`config.mk`:
```
export PLATFORM = sky130hd
export DESIGN_NAME = product_accumulator_flat
export DESIGN_NICKNAME = d
export VERILOG_FILES = /design/src/rtl/product_acc_pkg.sv /design/src/rtl/product_accumulator_if.sv /design/src/rtl/product_acc_adder.sv /design/src/rtl/product_accumulator.sv /design/src/flat_wrapper.sv
export SDC_FILE = /design/constraint.sdc
export NUM_CORES = 1
export LEC_CHECK = 0
export CAP_MARGIN = 25
export CELL_PAD_IN_SITES_DETAIL_PLACEMENT = 1
export CELL_PAD_IN_SITES_GLOBAL_PLACEMENT = 1
export CORE_UTILIZATION = 35
export DETAILED_ROUTE_END_ITERATION = 10
export GPL_TIMING_DRIVEN = 0
export PLACE_DENSITY = 0.83
export SLEW_MARGIN = 20
export SYNTH_ARGS = -nofsm -noshare
export SYNTH_HDL_FRONTEND = slang
export SYNTH_SLANG_ARGS = --single-unit
```
`constraint.sdc`:
```
create_clock -name clk -period 2 [get_ports clk]
set_input_delay 0.2 -clock clk [delete_from_list [all_inputs] [get_ports clk]]
set_output_delay 0.2 -clock clk [all_outputs]
set_load 0.005 [all_outputs]
```
`src/rtl/product_acc_pkg.sv`:
```
// Shared types and constants for the product accumulator.
package product_acc_pkg;
  typedef enum logic [1:0] {
    IDLE  = 2'd0,
    ACCUM = 2'd1,
    HOLD  = 2'd2
  } state_e;

  localparam int PROD_W   = 6;
  localparam int CNT_W    = 8;
  localparam int PROD_MAX = 49;
endpackage

```
`src/rtl/product_accumulator_if.sv`:
```
// Product input channel, block-sum output channel and restart control.
interface product_accumulator_if #(
  parameter int ACC_W = 8
);
  import product_acc_pkg::*;

  logic              clear;
  logic              prod_valid;
  logic              prod_ready;
  logic [PROD_W-1:0] prod;
  logic              acc_valid;
  logic              acc_ready;
  logic [ACC_W-1:0]  acc_out;
  logic [CNT_W-1:0]  acc_count;
  logic              overflow;

  modport master (
    output clear, prod_valid, prod, acc_ready,
    input  prod_ready, acc_valid, acc_out, acc_count, overflow
  );

  modport slave (
    input  clear, prod_valid, prod, acc_ready,
    output prod_ready, acc_valid, acc_out, acc_count, overflow
  );
endinterface

```
`src/rtl/product_acc_adder.sv`:
```
// ACC_W+1 bit add with carry-out; saturates when PRODUCT_ACC_SATURATE_EN is defined, wraps otherwise.
module product_acc_adder
  import product_acc_pkg::*;
#(
  parameter int ACC_W = 8
) (
  input  logic [ACC_W-1:0]  acc,
  input  logic [PROD_W-1:0] prod,
  output logic [ACC_W-1:0]  sum,
  output logic              carry
);
  logic [ACC_W:0] full;

  assign full  = {1'b0, acc} + {{(ACC_W + 1 - PROD_W){1'b0}}, prod};
  assign carry = full[ACC_W];

`ifdef PRODUCT_ACC_SATURATE_EN
  // Products are non-negative, so once pinned at max every later add keeps it there.
  assign sum = carry ? '1 : full[ACC_W-1:0];
`else
  assign sum = full[ACC_W-1:0];
`endif
endmodule

```
`src/rtl/product_accumulator.sv`:
```
// Accumulates BLOCK_LEN products per block and presents each block sum on a valid/ready channel.
// Optional saturation via PRODUCT_ACC_SATURATE_EN (wraps when undefined).
module product_accumulator
  import product_acc_pkg::*;
#(
  parameter int ACC_W     = 8,
  parameter int BLOCK_LEN = 4
) (
  input logic                  clk,
  input logic                  rst_n,
  product_accumulator_if.slave bus
);
  state_e           state;
  logic [ACC_W-1:0] acc;
  logic [ACC_W-1:0] sum;
  logic             carry;
  logic [CNT_W-1:0] count;
  logic             ovf;
  logic             valid_q;
  logic             accept;

  // Ready is the only combinational output so clear can veto a same-cycle accept.
  assign bus.prod_ready = (state == ACCUM) && !bus.clear;
  assign accept         = bus.prod_valid && bus.prod_ready;

  product_acc_adder #(.ACC_W(ACC_W)) u_adder (
    .acc   (acc),
    .prod  (bus.prod),
    .sum   (sum),
    .carry (carry)
  );

  always_ff @(posedge clk) begin
    if (!rst_n) begin
      state   <= IDLE;
      acc     <= '0;
      count   <= '0;
      ovf     <= 1'b0;
      valid_q <= 1'b0;
    end else if (bus.clear) begin
      state   <= ACCUM;
      acc     <= '0;
      count   <= '0;
      ovf     <= 1'b0;
      valid_q <= 1'b0;
    end else begin
      case (state)
        IDLE: state <= ACCUM;
        ACCUM: begin
          if (accept) begin
            acc   <= sum;
            count <= count + 1'b1;
            ovf   <= ovf | carry;
            if (count == CNT_W'(BLOCK_LEN - 1)) begin
              state   <= HOLD;
              valid_q <= 1'b1;
            end
          end
        end
        HOLD: begin
          if (bus.acc_ready) begin
            state   <= ACCUM;
            acc     <= '0;
            count   <= '0;
            ovf     <= 1'b0;
            valid_q <= 1'b0;
          end
        end
        default: state <= IDLE;
      endcase
    end
  end

  assign bus.acc_valid = valid_q;
  assign bus.acc_out   = acc;
  assign bus.acc_count = count;
  assign bus.overflow  = ovf;
endmodule

```
`src/flat_wrapper.sv`:
```
// flat-port wrapper written by rule: the top's interface ports become plain ports
module product_accumulator_flat import product_acc_pkg::*;
#(
  parameter int ACC_W     = 8,
  parameter int BLOCK_LEN = 4
)
  (clk, rst_n, bus_clear, bus_prod_valid, bus_prod, bus_acc_ready, bus_prod_ready, bus_acc_valid, bus_acc_out, bus_acc_count, bus_overflow);
  product_accumulator_if #(.ACC_W(ACC_W)) bus_i ();
  input logic clk;
  input logic rst_n;
  input wire logic [$bits(bus_i.clear)-1:0] bus_clear;
  input wire logic [$bits(bus_i.prod_valid)-1:0] bus_prod_valid;
  input wire logic [$bits(bus_i.prod)-1:0] bus_prod;
  input wire logic [$bits(bus_i.acc_ready)-1:0] bus_acc_ready;
  output wire logic [$bits(bus_i.prod_ready)-1:0] bus_prod_ready;
  output wire logic [$bits(bus_i.acc_valid)-1:0] bus_acc_valid;
  output wire logic [$bits(bus_i.acc_out)-1:0] bus_acc_out;
  output wire logic [$bits(bus_i.acc_count)-1:0] bus_acc_count;
  output wire logic [$bits(bus_i.overflow)-1:0] bus_overflow;
  assign bus_i.clear = bus_clear;
  assign bus_i.prod_valid = bus_prod_valid;
  assign bus_i.prod = bus_prod;
  assign bus_i.acc_ready = bus_acc_ready;
  assign bus_prod_ready = bus_i.prod_ready;
  assign bus_acc_valid = bus_i.acc_valid;
  assign bus_acc_out = bus_i.acc_out;
  assign bus_acc_count = bus_i.acc_count;
  assign bus_overflow = bus_i.overflow;
  product_accumulator #(.ACC_W(ACC_W), .BLOCK_LEN(BLOCK_LEN)) u_core (.clk(clk), .rst_n(rst_n), .bus(bus_i));
endmodule
```
==> summary.md, run 1 <==
| Metric | Value |
|---|---|
| Status | `completed` |
| Max clock buf depth | `2` |
| Yosys top cell by area | `dfxtp_1` |
| Vias in the first global route | `between 1000 and 1500` |
| DR vias/cell | `5.453` |
| Chip width | `between 50 and 60 µm` |
| Leakage Power | `approximately 0.56 nW` |
| Most used flip-flop cell after synthesis | `dfxtp_1` |
| Critical path launch point type | `flop` |
| Comb pwr share | `13.5%` |
| Gpl congestion | `between 0.7 and 0.8` |
| CTS tree | `yes` |
| Die footprint | `0.003463 mm²` |
| Total gr overflow | `0` |
| Place WS | `-0.2275 ns` |
| Inserted Clock Buffers | `3` |
| Largest net degree at the start of global routing | `11` |
| IO Pins | `30` |
| Net Sw Frac | `24.62%` |
| Hold Path Stages | `2` |
| DRT Pass-1 Iters | `4` |
| FF-to-FF path depth | `6` |
| Post-synthesis sequential area ratio | `35.40%` |
| Mapped cell area | `roughly 0.0011 mm²` |
| Worst Slack Setup Final | `around 0.11 ns` |
| # setup viols final | `0` |
| Post-synth EDFFs | `0` |
| DP Wirelength | `2.368 mm` |
| Mean post-synth cell area | `slightly below 9 µm²` |
| Post-synthesis net count | `approximately 150` |
| HP Class | `flop to flop` |
| Clk Latency, worst-skew pair | `just under 0.3 ns` |
| Clk sinks | `20` |
| Synth async-reset ratio | `0%` |
| Initial antenna violation count | `0` |
| Internal power component | `around 0.00052 W` |
| Global-route usage over all layers | `a little under a fifth` |
| Worst Clk Skew | `0.004217 ns` |
| Unrepaired setup endpoints after global routing | `no` |
| Clock-pin slew on the worst setup and hold paths | `0.11 ns` |
| Ratio of cells with drive above 1 in the final layout | `about 7.5%` |
| Minimum clock period | `1.892 ns` |
| IO buf count | `29` |
| Kind of critical path | `flop to flop` |
| Slew HR | `about two thirds` |
| Clock root cell | `clkbuf_4` |
| Yosys warning total | `0` |
| Post-synth top area share | `between 30% and 40%` |
| Required @ worst endpoint | `2.18 ns` |
| Total number of vias | `1107` |
| Peak supply drop | `approximately 0.31 mV` |
| Area Growth Syn to Fin | `32.96%` |
| DRC errors left | `0` |
| Top area cells in the synthesized netlist | `dfxtp_1 35%, ha_1 7.7%, nor2_1 6.0%, a211o_1 3.1%, a21oi_1 3.1%` |
| Initial DRC count | `13` |
| Synth cell types | `between 40 and 50` |
| Initial Util | `37.05%` |
| Switching Power | `~0.00017 W` |
| ANT cells | `0` |
| Clock power share | `27.5%` |
| FMAX | `about 530 MHz` |
| Data arrival, critical path | `2.07 ns` |
| Nets | `180` |
| Max-Cap Viols | `0` |
| First-pass GRT wire length | `slightly above 5 mm` |
| Post-Route WL | `around 3.0 mm` |
| Core area | `0.003053 mm²` |
| Synth Instances | `approximately 130` |
| Register bit total from synthesis | `20` |
| Post-DRT Antenna Nets | `0` |
| Final Max Tran Viols | `0` |
| CTS H-Tree Depth | `1` |
| Die height | `around 59 µm` |
| Rows | `20` |
| PD cells | `approximately 460 mW/mm²` |
| Filler cells | `385` |
| Sequential share of power | `approximately three fifths` |
| Slew @ Worst Pin | `about 0.53 ns` |
| Routed WL per cell | `14.91 µm` |
| Cts hold-fix bufs | `0` |
| Fin. Hold Viols | `0` |
| Final period util | `a little over nine tenths` |
| Worst-path maximum fanout | `3` |
| Post-CTS Setup Inserts | `0` |
| CP endpoint kind | `flop` |
| Total power | `~0.0007 W` |
worst max-delay path: stages (launching register included):
cell and delay [ns]:
dfxtp_1 0.35, ha_1 0.25, fa_1 0.45, a21o_1 0.21, a211o_1 0.28, a32oi_1 0.19, nor2_1 0.05
final timing paths:
kind,startpoint,endpoint,slack [ns]
max,u_core.bus.acc_out[0]$_SDFFE_PP0P_,u_core.bus.acc_out[4]$_SDFFE_PP0P_,0.11
min,u_core.bus.acc_valid$_SDFFE_PP0P_,u_core.bus.acc_valid$_SDFFE_PP0P_,0.47
max reg2reg,u_core.bus.acc_out[0]$_SDFFE_PP0P_,u_core.bus.acc_out[4]$_SDFFE_PP0P_,0.11
min reg2reg,u_core.bus.acc_valid$_SDFFE_PP0P_,u_core.bus.acc_valid$_SDFFE_PP0P_,0.47
per-stage QoR:
stage	instances	util (%)	TNS (ns)	hold slack, ns	area (µm²)
finish	203	49.26	0	0.4743	1504
global route	203	49.26	0	0.5132	1504
CTS	203	49.10	0	0.4716	1499
detailed placement	200	48.36	-0.5973	0.4535	1476
global placement	200	48.36	-0.4322	0.4371	1476
floorplan	127	-	0	0.3176	1131
power groups by stage:
stage                     clock [W]  combinational (W)  sequential, W
after global placement            0          0.0000884       0.000414
after detailed placement          0          0.0000921       0.000415
after CTS                  0.000197          0.0000926       0.000406
final                      0.000190          0.0000926       0.000406
after global routing       0.000208           0.000102       0.000407
after floorplan                   0          0.0000474       0.000414
cell usage after synthesis (3+ instances only):
| master | number |
|---|---|
| dfxtp_1 | 20 |
| nor2_1 | 18 |
| a21oi_1 | 7 |
| ha_1 | 7 |
| nand2_1 | 6 |
| nand3_1 | 5 |
| a211o_1 | 4 |
| a211oi_1 | 4 |
| a22oi_1 | 4 |
| xor2_1 | 4 |
| a21o_1 | 3 |
| a32oi_1 | 3 |
| o21a_1 | 3 |
final cells by class:
type | instances | area [µm²] | share of cell area [%]
multi-input combinational | 101 | 706.9 | 47.01
sequential | 20 | 400.4 | 26.62
timing repair buffer | 29 | 290.3 | 19.30
tap | 44 | 55.05 | 3.661
clock buffer | 3 | 22.52 | 1.498
buffer | 4 | 21.27 | 1.414
inverter | 2 | 7.507 | 0.4992
flip-flops by register name (all words and copies together), names as in the netlist:
name / flops
u_core.bus.acc_count: 8
u_core.bus.overflow: 1
u_core.bus.acc_out: 8
u_core.state: 2
u_core.bus.acc_valid: 1
routing by layer:
layer / up-vias / share of wire, % / GRT usage [%]
met1: 539 / 44 / 21.14
met5: - / 0 / 0
met2: 23 / 52 / 37.99
met4: 0 / 0.93 / 4.762
met3: 4 / 2.6 / 2.418
li1: 541 / - / -
cell families after synthesis:
kind of cell             count (synthesis)  share of synthesized area [%]
XOR/XNOR                                 6                          4.646
AO/OA/AOI/OAI                           39                          24.67
adder cells (fa/ha/maj)                  8                          9.513
multiplexers                             1                         0.8850
flip-flops                              20                          35.40
buffers and inverters                    6                          2.544
AND/OR/NAND/NOR                         47                          22.35
cells in the final DEF, fill, tap and decap left out, drive strengths merged, types with 2 or more instances in the layout:
master,netlist,layout
inv,2,2
dfxtp,20,20
o21a,3,3
o2111ai,2,2
ha,7,7
o31ai,2,2
nand2,6,6
nor2,19,19
o21ai,4,4
a21oi,7,7
a22oi,4,4
or2,2,2
buf,3,3
nand3,5,5
clkdlybuf4s50,0,29
a211oi,4,4
a21o,3,3
nor3,2,2
clkbuf,1,4
xnor2,2,2
xor2,4,4
a211o,4,4
a32oi,3,3
what timing repair did:
action | 4_1_cts | 5_1_grt
endpoints found under the hold margin | 0 | 0
gates resized for setup | 0 | 1
setup endpoints to repair | 0 | 3
(Power assumes the default switching activity.)
==> run 2, diff against run 1 <==
--- a/config.mk
+++ b/config.mk
@@ -5,6 +5,7 @@
 export SDC_FILE = /design/constraint.sdc
 export NUM_CORES = 1
 export LEC_CHECK = 0
+export ABC_CLOCK_PERIOD_IN_PS = 1900
 export CAP_MARGIN = 25
 export CELL_PAD_IN_SITES_DETAIL_PLACEMENT = 1
 export CELL_PAD_IN_SITES_GLOBAL_PLACEMENT = 1
==> constraint.sdc (replaced) <==
create_clock -name clk -period 1.9 [get_ports clk]
set_input_delay 0.19 -clock clk [delete_from_list [all_inputs] [get_ports clk]]
set_output_delay 0.19 -clock clk [all_outputs]
set_load 0.005 [all_outputs]
==> summary.md, run 2 (same netlist as run 1, synthesis figures left out) <==
| Metric | Value |
|---|---|
| Ratio of cells with drive above 1 in the final layout | `a little under 9%` |
| Cts hold-fix bufs | `0` |
| Slew HR | `about two thirds` |
| Gpl congestion | `a little under 0.8` |
| Die footprint | `around 0.0035 mm²` |
| Fin. Hold Viols | `0` |
| Required @ worst endpoint | `2.08 ns` |
| Number of instances in the placed design | `200` |
| Leakage Power | `between 0.5 and 0.6 nW` |
| PD cells | `~480 mW/mm²` |
| # setup viols final | `0` |
| Total power | `roughly 0.00072 W` |
| Worst-path maximum fanout | `3` |
| CTS H-Tree Depth | `1` |
| Commonest non-fill, non-tap cell in the layout | `clkdlybuf4s50_1` |
| Total gr overflow | `0` |
| Startpoint of the worst-slack reg-to-reg timing path | `u_core.bus.acc_out[0]$_SDFFE_PP0P_` |
| Rows | `20` |
| Most frequent cells in the layout | `29 x clkdlybuf4s50_1, 20 x dfxtp_1, 18 x nor2_1` |
| Routed WL per cell | `around 15 µm` |
| Clk sinks | `20` |
| Core area | `about 0.0031 mm²` |
| Post-DRT Antenna Nets | `0` |
| Nets | `180` |
| Chip width | `58.85 µm` |
| Critical path launch point type | `flop` |
| Peak supply drop | `~0.33 mV` |
| Worst reg2reg endpoint | `u_core.bus.acc_out[4]$_SDFFE_PP0P_` |
| Vias in the first global route | `around 1200` |
| Worst Clk Skew | `about 0.0039 ns` |
| Total number of vias | `approximately 1100` |
| Clock-pin slew on the worst setup and hold paths | `approximately 0.11 ns` |
| Kind of critical path | `flop to flop` |
| HP Class | `flop to flop` |
| Layout Cells excl Fill | `203` |
| DP Wirelength | `roughly 2.4 mm` |
| Max clock buf depth | `2` |
| Min-delay src | `u_core.bus.acc_valid$_SDFFE_PP0P_` |
| Reg2Reg Setup Slack | `around 0.1 ns` |
| First-pass GRT wire length | `approximately 5.2 mm` |
| Minimum clock period | `around 1.8 ns` |
| Initial Util | `a little under two fifths` |
| Unrepaired setup endpoints after global routing | `no` |
| Max-Cap Viols | `0` |
| DRT Pass-1 Iters | `4` |
| CTS tree | `yes` |
| ANT cells | `0` |
| Global-route usage over all layers | `a little under a fifth` |
| Final Max Tran Viols | `0` |
| Post-CTS Setup Inserts | `0` |
| Data arrival, critical path | `1.98 ns` |
| IO Pins | `30` |
| Die height | `around 60 µm` |
| Area Growth Syn to Fin | `34.18%` |
| IO buf count | `29` |
| DRC errors left | `0` |
| Largest net degree at the start of global routing | `11` |
| Initial antenna violation count | `0` |
| CP endpoint kind | `flop` |
| FMAX | `~560 MHz` |
| Initial DRC count | `20` |
| DR vias/cell | `~5.4` |
| Post-Route WL | `just over 3 mm` |
| Clk Latency, worst-skew pair | `around 0.3 ns` |
| Slew @ Worst Pin | `between 0.5 and 0.6 ns` |
| Hold Path Stages | `2` |
| Filler cells | `approximately 380` |
| Final period util | `a little over nine tenths` |
| Clock root cell | `clkbuf_4` |
| Hold worst-path end | `u_core.bus.acc_valid$_SDFFE_PP0P_` |
| Inserted Clock Buffers | `3` |
| Status | `completed` |
| FF-to-FF path depth | `6` |
## run 2: cell counts in the layout (fill, tap and decap cells not counted)
Identical to the previous run, type by type.
## run 2: power breakdown
part           switching [W]  total (W)  leakage (nW)  internal [W]
sequential        0.00000442   0.000427         0.162      0.000423
clock               0.000125   0.000199        0.0138     0.0000738
combinational      0.0000480  0.0000976         0.382     0.0000496
## run 2: final cells by class
cell class                      count  area, µm²  area share (%)
Inverter                            2      7.507          0.4946
Sequential cell                    20      400.4           26.38
Clock buffer                        3      22.52           1.484
Multi-Input combinational cell    101      720.7           47.49
Timing Repair Buffer               29      290.3           19.13
Tap cell                           44      55.05           3.627
Buffer                              4      21.27           1.401
## run 2: per-layer routing
metal / part of all wire (%) / wire length (µm) / vias to the layer above / track usage, %
met5: 0 / 0 / - / 0
met4: 0.95 / 29 / 0 / 4.762
met3: 2.6 / 78 / 4 / 2.418
met2: 53 / 1605 / 21 / 37.99
met1: 44 / 1326 / 537 / 21.14
li1: - / - / 541 / -
## run 2: worst max-delay path by stage
stage                                         startpoint                            endpoint  slack (ns)
floorplan             u_core.bus.acc_out[0]$_SDFFE_PP0P_  u_core.bus.acc_out[4]$_SDFFE_PP0P_        0.14
global placement                             bus_prod[0]    u_core.bus.overflow$_SDFFE_PP0P_       -0.26
detailed placement                           bus_prod[0]    u_core.bus.overflow$_SDFFE_PP0P_       -0.32
CTS                 u_core.bus.acc_count[0]$_SDFFE_PP0P_        u_core.state[0]$_SDFFE_PN0P_        0.06
global route          u_core.bus.acc_out[0]$_SDFFE_PP0P_  u_core.bus.acc_out[6]$_SDFFE_PP0P_       0.006
finish                u_core.bus.acc_out[0]$_SDFFE_PP0P_  u_core.bus.acc_out[4]$_SDFFE_PP0P_        0.10
## run 2: critical path, stage by stage, from the launching register on
cell     delay (ns)
dfxtp_1        0.35
ha_2           0.22
fa_2           0.40
a21o_1         0.19
a211o_1        0.28
a32oi_1        0.19
nor2_1         0.05
## run 2: metrics by stage
| stage | TNS, ns | util, % | area [µm²] | hold slack [ns] | worst slack, ns |
|---|---|---|---|---|---|
| 3_3_place_gp | -0.7022 | 48.36 | 1476 | 0.4371 | -0.2628 |
| 2_1_floorplan | 0 | - | 1131 | 0.3076 | 0.1403 |
| 6_report | 0 | 49.71 | 1518 | 0.4736 | 0.1003 |
| 3_5_place_dp | -0.8673 | 48.36 | 1476 | 0.4535 | -0.3175 |
| 4_1_cts | 0 | 49.34 | 1506 | 0.4716 | 0.06165 |
| 5_1_grt | 0 | 49.71 | 1518 | 0.5032 | 0.006081 |
## run 2: timing repair
| item | in CTS | in global routing |
|---|---|---|
| endpoints found under the setup margin | 3 | 3 |
| pin swaps | 0 | 1 |
| resized for setup | 2 | 2 |
